## src/rtl/clk_div_multi.sv

```systemverilog
// Multi-channel programmable clock divider / tick generator.
// Each channel produces a 50%-duty divided clock and a one-cycle tick, with shadowed divisor reloads.
module clk_div_multi #(
    parameter int          NUM_CH      = 4,
    parameter int          CNT_W       = 32,
    parameter int unsigned DEFAULT_DIV = 50000000
) (
    input  logic              clk,
    input  logic              rst,
    input  logic [NUM_CH-1:0] en,
    input  logic              sync_clr,
    input  logic [NUM_CH-1:0] div_wr_en,
    input  logic [CNT_W-1:0]  div_wr_data,
    output logic [NUM_CH-1:0] div_pend,
    output logic [NUM_CH-1:0] clk_div,
    output logic [NUM_CH-1:0] tick
);

    localparam logic [CNT_W-1:0] RST_DIV = CNT_W'(DEFAULT_DIV);
    localparam logic [CNT_W-1:0] ONE     = CNT_W'(1);

    // A divisor of zero would never reach its terminal count, so it is stored as one.
    function automatic logic [CNT_W-1:0] clamp(input logic [CNT_W-1:0] v);
        return (v == '0) ? ONE : v;
    endfunction

    logic [CNT_W-1:0] wr_val;
    assign wr_val = clamp(div_wr_data);

    for (genvar i = 0; i < NUM_CH; i++) begin : g_ch
        logic [CNT_W-1:0] cnt;
        logic [CNT_W-1:0] act_div;
        logic [CNT_W-1:0] shd_div;
        logic             pend;
        logic             clk_q;
        logic             tick_q;
        logic             term;

        // >= rather than == so a divisor shrunk below the running count wraps at once.
        assign term = (cnt >= act_div - ONE);

        // NOTE: the divisor registers are reset too; their reset value is the
        // functional default period, not just a tidy initial state.
        always_ff @(posedge clk or negedge rst) begin
            if (!rst) begin
                cnt     <= '0;
                act_div <= RST_DIV;
                shd_div <= RST_DIV;
                pend    <= 1'b0;
                clk_q   <= 1'b0;
                tick_q  <= 1'b0;
            end else if (sync_clr) begin
                cnt    <= '0;
                clk_q  <= 1'b0;
                tick_q <= 1'b0;
                if (div_wr_en[i]) begin
                    act_div <= wr_val;
                    pend    <= 1'b0;
                end else if (pend) begin
                    act_div <= shd_div;
                    pend    <= 1'b0;
                end
            end else if (en[i]) begin
                if (term) begin
                    // NOTE: non-blocking assignments throughout, so every branch
                    // sees the pre-edge cnt/pend values regardless of statement order.
                    cnt    <= '0;
                    clk_q  <= ~clk_q;
                    tick_q <= 1'b1;
                    if (div_wr_en[i]) begin
                        act_div <= wr_val;
                        pend    <= 1'b0;
                    end else if (pend) begin
                        act_div <= shd_div;
                        pend    <= 1'b0;
                    end
                end else begin
                    cnt    <= cnt + ONE;
                    tick_q <= 1'b0;
                    if (div_wr_en[i]) begin
                        shd_div <= wr_val;
                        pend    <= 1'b1;
                    end
                end
            end else begin
                tick_q <= 1'b0;
                // An idle channel has no period boundary to wait for, so it adopts the shadow next clock.
                if (div_wr_en[i]) begin
                    shd_div <= wr_val;
                    pend    <= 1'b1;
                end else if (pend) begin
                    act_div <= shd_div;
                    pend    <= 1'b0;
                end
            end
        end

        assign div_pend[i] = pend;
        assign clk_div[i]  = clk_q;
        assign tick[i]     = tick_q;
    end

endmodule
```

## config.mk

```make
export PLATFORM = sky130hd
export DESIGN_NAME = clk_div_multi
export DESIGN_NICKNAME = d
export VERILOG_FILES = /design/src/rtl/clk_div_multi.sv
export SDC_FILE = /design/constraint.sdc
export NUM_CORES = 1
export LEC_CHECK = 0
export BUFFER_PORTS_ARGS = -buffer_cell sky130_fd_sc_hd__buf_2
export CAP_MARGIN = 20
export CORE_ASPECT_RATIO = 0.9
export CORE_MARGIN = 10
export CORE_UTILIZATION = 55
export CTS_BUF_LIST = sky130_fd_sc_hd__clkbuf_4 sky130_fd_sc_hd__clkbuf_8
export CTS_CLUSTER_SIZE = 10
export DETAILED_ROUTE_END_ITERATION = 8
export PLACE_DENSITY = 0.73
export SYNTH_ARGS = -nofsm -noshare
export SYNTH_HDL_FRONTEND = slang
export SYNTH_SLANG_ARGS = --single-unit
```

## constraint.sdc

```tcl
create_clock -name clk -period 5.5 [get_ports clk]
set_input_delay 0.55 -clock clk [delete_from_list [all_inputs] [get_ports clk]]
set_output_delay 0.55 -clock clk [all_outputs]
set_load 0.01 [all_outputs]
```

==> flow_metrics.tcl, run 1 <==
set metrics [dict create \
    maxCapViolations 0 \
    antenna_found_initial 0 \
    setup_violations 0 \
    std_cell_rows 72 \
    synthTopCellsByCount "300 x dfrtp_1, 177 x o21ai_0, 162 x nand2_1, 146 x nor2_1, 137 x nand3b_1" \
    fin_setup_tns_ns 0 \
    nNetsFinal 2577 \
    die_width_um 239 \
    worst_slew_pin_slew_ns 0.984 \
    wl_per_cell_um 19.4 \
    end_kind "flip-flop" \
    drc 0 \
    insertedDiodeCount 0 \
    viasPerCell 6.24 \
    io_pins 55 \
    ff_latch_area_um2 10000 \
    use_met2 0.346 \
    slew_viol_final 0 \
    routed_wirelength_um 58300 \
    synth_seq_cells 396 \
    min_path_type "in2reg" \
    synth-main-ff-cell "dfrtp_1" \
    worstPathArrival_ns 5.54 \
    clk_latency_ns 0.63 \
    outcome "finished, final reports clean" \
    slew_headroom 0.341 \
    fmax_ghz 0.200 \
    die_area_um2 51700 \
    yosys-top-cells-area "dfrtp_1 32%, dfstp_2 11%, ha_1 7.2%" \
    clock_skew_ns 0.0347 \
    synth_top_area_frac 0.317 \
    grt_pass1_wl_um 96000 \
    yosys_warnings 0 \
    core_area_um2 42800 \
    finalHoldWorstSlack_ns 0.265 \
    via_count 18800 \
    cts_tree "yes" \
    first_pass_iters 6 \
    preCtsSetupSlack_ns 0.275 \
    grt_pass1_vias 18000 \
    slowest_stage "or4_1" \
    synth_edf_count 0 \
    drtIter0Drc 1769 \
    chipHeight_um 217 \
    power-per-cell-area_nw_per_um2 304 \
    clock_sinks 396 \
    syn_to_final_growth_pct 9.87 \
    synth.largest_area_cell "dfrtp_1" \
    fin_total_pwr_w 0.00792 \
    grt_busiest_layer "met2" \
    fin_crit_ns 4.99 \
    met1_usage 0.320 \
    syn_inst 2372 \
    cpPeakStageDelay_ns 0.61 \
    worst_setup_path_start_kind "flip-flop" \
    critPathTopFamily "simple AND/OR/NAND/NOR gates" \
    htree_levels 3 \
    netlist_area_um2 23700 \
    portBuffers 54 \
    clock-root-buffer "clkbuf_8" \
    overflow 0 \
    syn-num-nets 2551 \
    syn_area_per_cell_um2 9.98 \
    cts_buffers 70 \
    grt_max_degree 150 \
    async_reset_ff_frac 1.00 \
    fin_crit_sh 0.908 \
    final_core_util 0.608 \
    cp_max_fo 32 \
    rsz0062_at_grt "false" \
    hpwl_um 38700 \
    start_util 0.553 \
    layout_setup_ws_ns 0.506 \
    place_congestion 0.856 \
    hold_viol 0 \
    synth_most_common_cell "dfrtp_1" \
    fillers 3518 \
    path_cells "or4_1, nor3b_2, nand2_1, nor4_1, nand3_1, nor3_1, xnor2_1, ha_1, nand4_1, nor4_2, nand2_1, o2bb2ai_2, buf_4, nor2_4, nor3_4, buf_4, a2bb2oi_1" \
    crit_buf_inv 2 \
    drtAntennaViolNets 0 \
    grt_usage 0.225 \
    post_cts_buffers 0 \
    yosysSeqAreaShare 0.424 \
    path_clk_slew_ns 0.06 \
    peakVddDrop_v 0.000149 \
    grt_util_met3 0.0355 \
    multiInputGateArea_um2 13000 \
    crit_type "reg2reg" \
    clockBufferDepth 3 \
    drive_above_1_share 0.193 \
    power.leakage_nw 10.6 \
    synth_cell_types 77 \
    required_ns 6.05 \
]
-- placed cells by master (no fill, tap or decap), drive strengths merged, types with 86 or more instances in the layout --
| cell | instances |
|---|---|
| a21oi | 100 |
| dfstp | 96 |
| xnor2 | 101 |
| dfrtp | 300 |
| buf | 90 |
| nand3b | 137 |
| a2bb2oi | 130 |
| clkbuf | 119 |
| mux2 | 128 |
| nor2 | 147 |
| o21ai | 183 |
| nand3 | 86 |
| nand2 | 162 |
| ha | 136 |
-- cells by family after synthesis --
| logic type | count (synthesis) | synth area share |
|---|---|---|
| AOI/OAI and AO/OA | 547 | 0.151 |
| xor gates and xnor gates | 150 | 0.0555 |
| adders and majority gates | 136 | 0.0719 |
| buffers and inverters | 168 | 0.0322 |
| DFF | 396 | 0.424 |
| muxes | 134 | 0.0682 |
| and+or+nand+nor | 841 | 0.198 |
-- stage by stage --
stage,instance area (um^2),cells
2_1_floorplan,23700,2372
3_3_place_gp,24400,2878
3_5_place_dp,24400,2879
4_1_cts,26000,3009
5_1_grt,26000,3010
6_report,26000,3010
-- path summary, 6_finish.rpt --
path	from	end	slack [ns]	cells past startpoint
max in group asynchronous	rst	g_ch[2].act_div[31]$_DFFE_PN0P_	3.63	3
worst min-delay path	div_wr_en[0]	g_ch[0].pend$_DFFE_PN0P_	0.26	3
worst max register to register	g_ch[0].act_div[3]$_DFFE_PN0P_	g_ch[0].act_div[17]$_DFFE_PN1P_	0.51	17
worst max-delay path	g_ch[0].act_div[3]$_DFFE_PN0P_	g_ch[0].act_div[17]$_DFFE_PN1P_	0.51	17
worst min register to register	g_ch[3].shd_div[31]$_DFFE_PN0P_	g_ch[3].shd_div[31]$_DFFE_PN0P_	0.50	1
min in group asynchronous	rst	g_ch[3].tick_q$_DFF_PN0_	0.53	2
-- layer usage --
metal / up-vias / part of all wire
met1: 9317 / 0.48
met2: 435 / 0.45
met4: 0 / 0.027
met5: - / 0
met3: 105 / 0.041
li1: 8928 / -
-- registers in the layout, summed over array words and instances, names as in the netlist --
signal,cells
g_ch.act_div,128
g_ch.cnt,128
g_ch.shd_div,128
g_ch.clk_q,4
g_ch.pend,4
g_ch.tick_q,4
-- cell type report --
| cell class | instances | area share |
|---|---|---|
| Clock buffer | 119 | 0.0560 |
| Clock inverter | 10 | 0.00385 |
| Inverter | 31 | 0.00448 |
| Multi-Input combinational cell | 1808 | 0.498 |
| Sequential cell | 396 | 0.386 |
| Tap cell | 555 | 0.0267 |
| Timing Repair Buffer | 91 | 0.0250 |
-- repair_timing --
action,CTS,global route
resized for setup,0,2
hold buffers,1,0
setup endpoints to repair,0,32
endpoints found under the hold margin,4,0
-- power by group --
| part | internal, W | switching [W] |
|---|---|---|
| clock | 0.00172 | 0.00127 |
| sequential | 0.00332 | 0.000323 |
| combinational | 0.000642 | 0.000634 |
-- worst register-to-register path: cells and delay by family (launching register included) --
family | cells | cell delay [ns]
buffers and inverters | 2 | 0.57
and+or+nand+nor | 11 | 3.02
xor gates and xnor gates | 1 | 0.11
adders and majority gates | 1 | 0.31
DFF | 1 | 0.43
AOI/OAI and AO/OA | 2 | 0.47
Note: power is estimated with default switching activity, not from simulation.
==> run 2, diff against run 1 <==
CORE_UTILIZATION = 60   (was 55)
CTS_BUF_LIST = not set   (was sky130_fd_sc_hd__clkbuf_4 sky130_fd_sc_hd__clkbuf_8)
PLACE_DENSITY = 0.79   (was 0.73)
==> run 2 against run 1 <==
  * Via count up 0.21%
  * Clock skew decreased by 0.016 ns
  * Die area decreased by 7.6%
  * First-iteration DRC count grew 1.0%
  * Utilization increased by 5.7 points
  * Critical endpoint is now g_ch[2].shd_div[24]$_DFFE_PN0P_
  * Critical path type unchanged
==> flow_metrics.tcl, run 2 (synthesis results as in run 1) <==
set metrics [dict create \
    path_clk_slew_ns 0.06 \
    hold_path_startpoint "sync_clr" \
    die_width_um 229 \
    drtIter0Drc 1787 \
    antenna_found_initial 1 \
    fin_crit_sh 0.922 \
    outcome "finished, final reports clean" \
    setup_violations 0 \
    worst_setup_path_start_kind "flip-flop" \
    fmax_ghz 0.197 \
    first_pass_iters 5 \
    peakVddDrop_v 0.000208 \
    cts_tree "yes" \
    nNetsFinal 2548 \
    via_count 18800 \
    cp_max_fo 32 \
    io_pins 55 \
    drive_above_1_share 0.163 \
    crit_type "reg2reg" \
    portBuffers 54 \
    clk_latency_ns 0.56 \
    fin_crit_ns 5.07 \
    cts_buffers 46 \
    whs_endpoint "g_ch[1].cnt[2]$_DFFE_PN0P_" \
    rsz0062_at_grt "false" \
    ff2ff_setup_slack_ns 0.43 \
    maxCapViolations 0 \
    core_area_um2 38600 \
    overflow 0 \
    timing.rr.start "g_ch[2].act_div[3]$_DFFE_PN0P_" \
    whs_path_depth 2 \
    fin_area_um2 25700 \
    clock_skew_ns 0.0187 \
    chipHeight_um 208 \
    power-per-cell-area_nw_per_um2 301 \
    std_cell_rows 68 \
    placed_area_um2 24300 \
    grt_usage 0.238 \
    ff2ff_path_depth 15 \
    viasPerCell 6.42 \
    grt_pass1_vias 18400 \
    clockBufferDepth 3 \
    die_area_um2 47800 \
    clock-root-buffer "clkbuf_16" \
    slew_headroom 0.328 \
    grt_max_degree 178 \
    htree_levels 2 \
    required_ns 5.94 \
    min_path_type "in2reg" \
    hpwl_um 38600 \
    grt_pass1_wl_um 95700 \
    end_kind "flip-flop" \
    slew_viol_final 0 \
    start_util 0.613 \
    layout_commonest_cell "dfrtp_1" \
    rr_endpoint "g_ch[2].shd_div[24]$_DFFE_PN0P_" \
    layout_common_cells "300 x dfrtp_1, 177 x o21ai_0, 161 x nand2_1" \
    syn_to_final_growth_pct 8.51 \
    largest_registers "g_ch.act_div: 128 flops, g_ch.cnt: 128 flops, g_ch.shd_div: 128 flops" \
    fin_setup_tns_ns 0 \
    hold_viol 0 \
    place_congestion 0.864 \
    drtAntennaViolNets 0 \
    power.leakage_nw 10.3 \
    routed_wirelength_um 58300 \
    worstPathArrival_ns 5.51 \
    wl_per_cell_um 19.9 \
    worst_slew_pin_slew_ns 1.01 \
    post_cts_buffers 0 \
    clock_sinks 396 \
    drc 0 \
]
run 2: cell count changes in the layout (fill, tap and decap cells not counted), sizes merged:
| cell | delta |
|---|---|
| bufinv | -1 |
| clkinvlp | -1 |
| inv | -4 |
| buf | -5 |
| diode | +1 |
| clkinv | -1 |
| clkbuf | -38 |
run 2: worst max-delay path, cell delays in order (launching register included):
cell and delay [ns]:
dfrtp_1 0.43, nor4_2 0.47, nand4_1 0.30, or3_1 0.41, nand2b_1 0.25, nor4_1 0.33
xnor2_1 0.16, ha_1 0.27, a21oi_1 0.13, o21ai_0 0.15, a2111oi_2 0.35, a31oi_1 0.22
o21a_1 0.30, or3b_2 0.47, buf_4 0.32, mux2_4 0.36
run 2: metrics by stage:
step | utilization | hold slack [ns] | power (W) | cells | setup WS (ns)
4_1_cts | 0.665 | 0.300 | 0.00777 | 2930 | 0.389
5_1_grt | 0.665 | 0.336 | 0.00807 | 2931 | 0.0743
6_report | 0.665 | 0.330 | 0.00774 | 2931 | 0.432
3_5_place_dp | 0.629 | 0.484 | 0.00494 | 2845 | 0.428
2_1_floorplan | - | 0.254 | 0.00453 | 2372 | 0.950
3_3_place_gp | 0.629 | 0.477 | 0.00486 | 2845 | 0.473
run 2: final cells by class:
type	instances	area [um^2]
Clock inverter	3	37.5
Multi-Input combinational cell	1808	13000
Sequential cell	396	10000
Tap cell	525	657
Clock buffer	81	1320
Antenna cell	1	2.50
Fill cell	2996	12900
Inverter	31	116
Timing Repair Buffer	86	561
run 2: worst max path at each step:
stage | startpoint | slack [ns] | cells after the start | to
floorplan | g_ch[0].act_div[15]$_DFFE_PN1P_ | 0.95 | 16 | g_ch[0].shd_div[10]$_DFFE_PN0P_
global placement | g_ch[0].act_div[3]$_DFFE_PN0P_ | 0.47 | 16 | g_ch[0].shd_div[28]$_DFFE_PN0P_
detailed placement | g_ch[0].act_div[3]$_DFFE_PN0P_ | 0.43 | 16 | g_ch[0].shd_div[28]$_DFFE_PN0P_
CTS | g_ch[0].act_div[3]$_DFFE_PN0P_ | 0.39 | 16 | g_ch[0].shd_div[18]$_DFFE_PN0P_
global route | g_ch[0].act_div[3]$_DFFE_PN0P_ | 0.07 | 16 | g_ch[0].shd_div[26]$_DFFE_PN0P_
finish | g_ch[2].act_div[3]$_DFFE_PN0P_ | 0.43 | 15 | g_ch[2].shd_div[24]$_DFFE_PN0P_
run 2: power by group:
group	internal (W)	leakage [nW]	switching (W)
clock	0.00162	0.649	0.00119
sequential	0.00332	4.76	0.000328
combinational	0.000635	4.93	0.000639
run 2: what timing repair did:
action | in CTS | in global routing
hold buffers | 1 | 0
gates resized for setup | 0 | 2
setup endpoints to repair | 0 | 24
endpoints found under the hold margin | 65 | 0
run 2: per-layer routing:
layer	GRT usage	wire length (um)
met5	0	0
met4	0.0757	1660
met3	0.0291	2940
met2	0.381	26800
met1	0.330	27000
==> run 3, diff against run 2 <==
CORE_UTILIZATION = 50   (was 60)
PLACE_DENSITY = 0.68   (was 0.79)
==> run 3 against run 2 <==
  * Combinational power about the same
  * Sequential power barely moved
  * Largest cell class unchanged
  * Clock-buffer cell count grew 1
  * Clock skew down 0.0014 ns
  * Critical endpoint is now g_ch[0].act_div[2]$_DFFE_PN0P_
==> flow_metrics.tcl, run 3 (synthesis results as in run 1) <==
set metrics [dict create \
    power-per-cell-area_nw_per_um2 301 \
    drtIter0Drc 1493 \
    met1_usage 0.294 \
    portBuffers 54 \
    layout_commonest_cell "dfrtp_1" \
    start_util 0.506 \
    die_area_um2 56400 \
    worst_setup_path_start_kind "flip-flop" \
    slew_viol_final 0 \
    overflow 0 \
    fin_total_pwr_w 0.00779 \
    post_cts_buffers 0 \
    io_pins 55 \
    grt_pass1_wl_um 97000 \
    core_area_um2 46700 \
    peakVddDrop_v 0.000223 \
    largest_registers "g_ch.act_div: 128 flops, g_ch.cnt: 128 flops, g_ch.shd_div: 128 flops" \
    insertedDiodeCount 0 \
    htree_levels 2 \
    drtAntennaViolNets 0 \
    grt_max_degree 141 \
    holdBufCountCts 0 \
    clk_latency_ns 0.58 \
    chipHeight_um 226 \
    place_congestion 0.848 \
    worstPathArrival_ns 5.49 \
    wl_per_cell_um 19.4 \
    outcome "finished, final reports clean" \
    std_cell_rows 75 \
    crit_type "reg2reg" \
    clock-root-buffer "clkbuf_16" \
    grt_pass1_vias 18000 \
    hold_viol 0 \
    cp_max_fo 37 \
    fmax_ghz 0.200 \
    drc 0 \
    viasPerCell 6.10 \
    nNetsFinal 2552 \
    grt_usage 0.205 \
    path_clk_slew_ns 0.06 \
    slew_headroom 0.326 \
    cts_buffers 47 \
    clock_skew_ns 0.0173 \
    first_pass_iters 5 \
    fin_setup_tns_ns 0 \
    antenna_found_initial 0 \
    routed_wirelength_um 58700 \
    grt_util_met3 0.0290 \
    setup_violations 0 \
    fin_crit_sh 0.908 \
    fin_crit_ns 5.00 \
    clock_sinks 396 \
    layout_common_cells "300 x dfrtp_1, 177 x o21ai_0, 162 x nand2_1" \
    drive_above_1_share 0.166 \
    worst_slew_pin_slew_ns 1.01 \
    cts.repair.resized 0 \
    die_width_um 249 \
    rsz0062_at_grt "false" \
    clockBufferDepth 3 \
    cts_tree "yes" \
    grt_busiest_layer "met2" \
    required_ns 5.99 \
    hpwl_um 39400 \
    end_kind "flip-flop" \
    via_count 18500 \
    use_met2 0.316 \
    maxCapViolations 0 \
    power.leakage_nw 10.4 \
    syn_to_final_growth_pct 9.29 \
    min_path_type "in2async" \
]
[run 3: cell type report]
cell class                 instances  area [um^2]
inverter                          31          116
timing repair buffer              89          601
sequential                       396        10000
tap                              616          771
clock inverter                     5         50.0
multi-input combinational       1808        13000
clock buffer                      82         1340
fill                            4077        20900
[run 3: per-stage QoR]
step	instances	setup WS, ns	instance area [um^2]	hold slack [ns]	utilization
after floorplan	2372	0.950	23700	0.254	-
after global placement	2939	0.382	24400	0.478	0.523
after detailed placement	2940	0.220	24500	0.485	0.523
after CTS	3027	0.163	25800	0.0733	0.553
after global routing	3027	0.135	25900	0.109	0.553
final	3027	0.504	25900	0.00570	0.553
[run 3: final timing paths]
kind | from | cells past startpoint | slack (ns) | end
setup / recovery | g_ch[0].act_div[15]$_DFFE_PN1P_ | 17 | 0.50 | g_ch[0].act_div[2]$_DFFE_PN0P_
max in group asynchronous | rst | 2 | 4.22 | g_ch[2].shd_div[5]$_DFFE_PN0P_
setup reg to reg | g_ch[0].act_div[15]$_DFFE_PN1P_ | 17 | 0.50 | g_ch[0].act_div[2]$_DFFE_PN0P_
hold reg to reg | g_ch[0].shd_div[30]$_DFFE_PN0P_ | 1 | 0.49 | g_ch[0].shd_div[30]$_DFFE_PN0P_
min in group clk | div_wr_en[1] | 3 | 0.33 | g_ch[1].pend$_DFFE_PN0P_
hold / removal | rst | 1 | 0.006 | g_ch[3].tick_q$_DFF_PN0_
[run 3: where the power goes]
part           internal (W)  switching [W]  leakage (nW)
Clock               0.00164        0.00123         0.660
Sequential          0.00332       0.000327          4.76
Combinational      0.000637       0.000629          4.95
[run 3: critical path: stages (launching register included)]
cell and delay [ns]:
dfstp_2 0.39, or4_1 0.57, or3_4 0.38, or4_4 0.46, nand2b_4 0.17, nand2b_4 0.17, nor4_2 0.17, xnor2_1 0.11
ha_1 0.31, nand4_1 0.18, nor4_2 0.45, nand2_1 0.12, o2bb2ai_2 0.19, buf_4 0.23, nor2_4 0.18, nor3_4 0.21
buf_4 0.36, a2bb2oi_1 0.23
[run 3: layer usage]
layer  routed length, um  up-vias
met1               28800     9115
met3                2540       99
met4                1380        0
met5                   0        -
met2               26000      402
li1                    -     8842
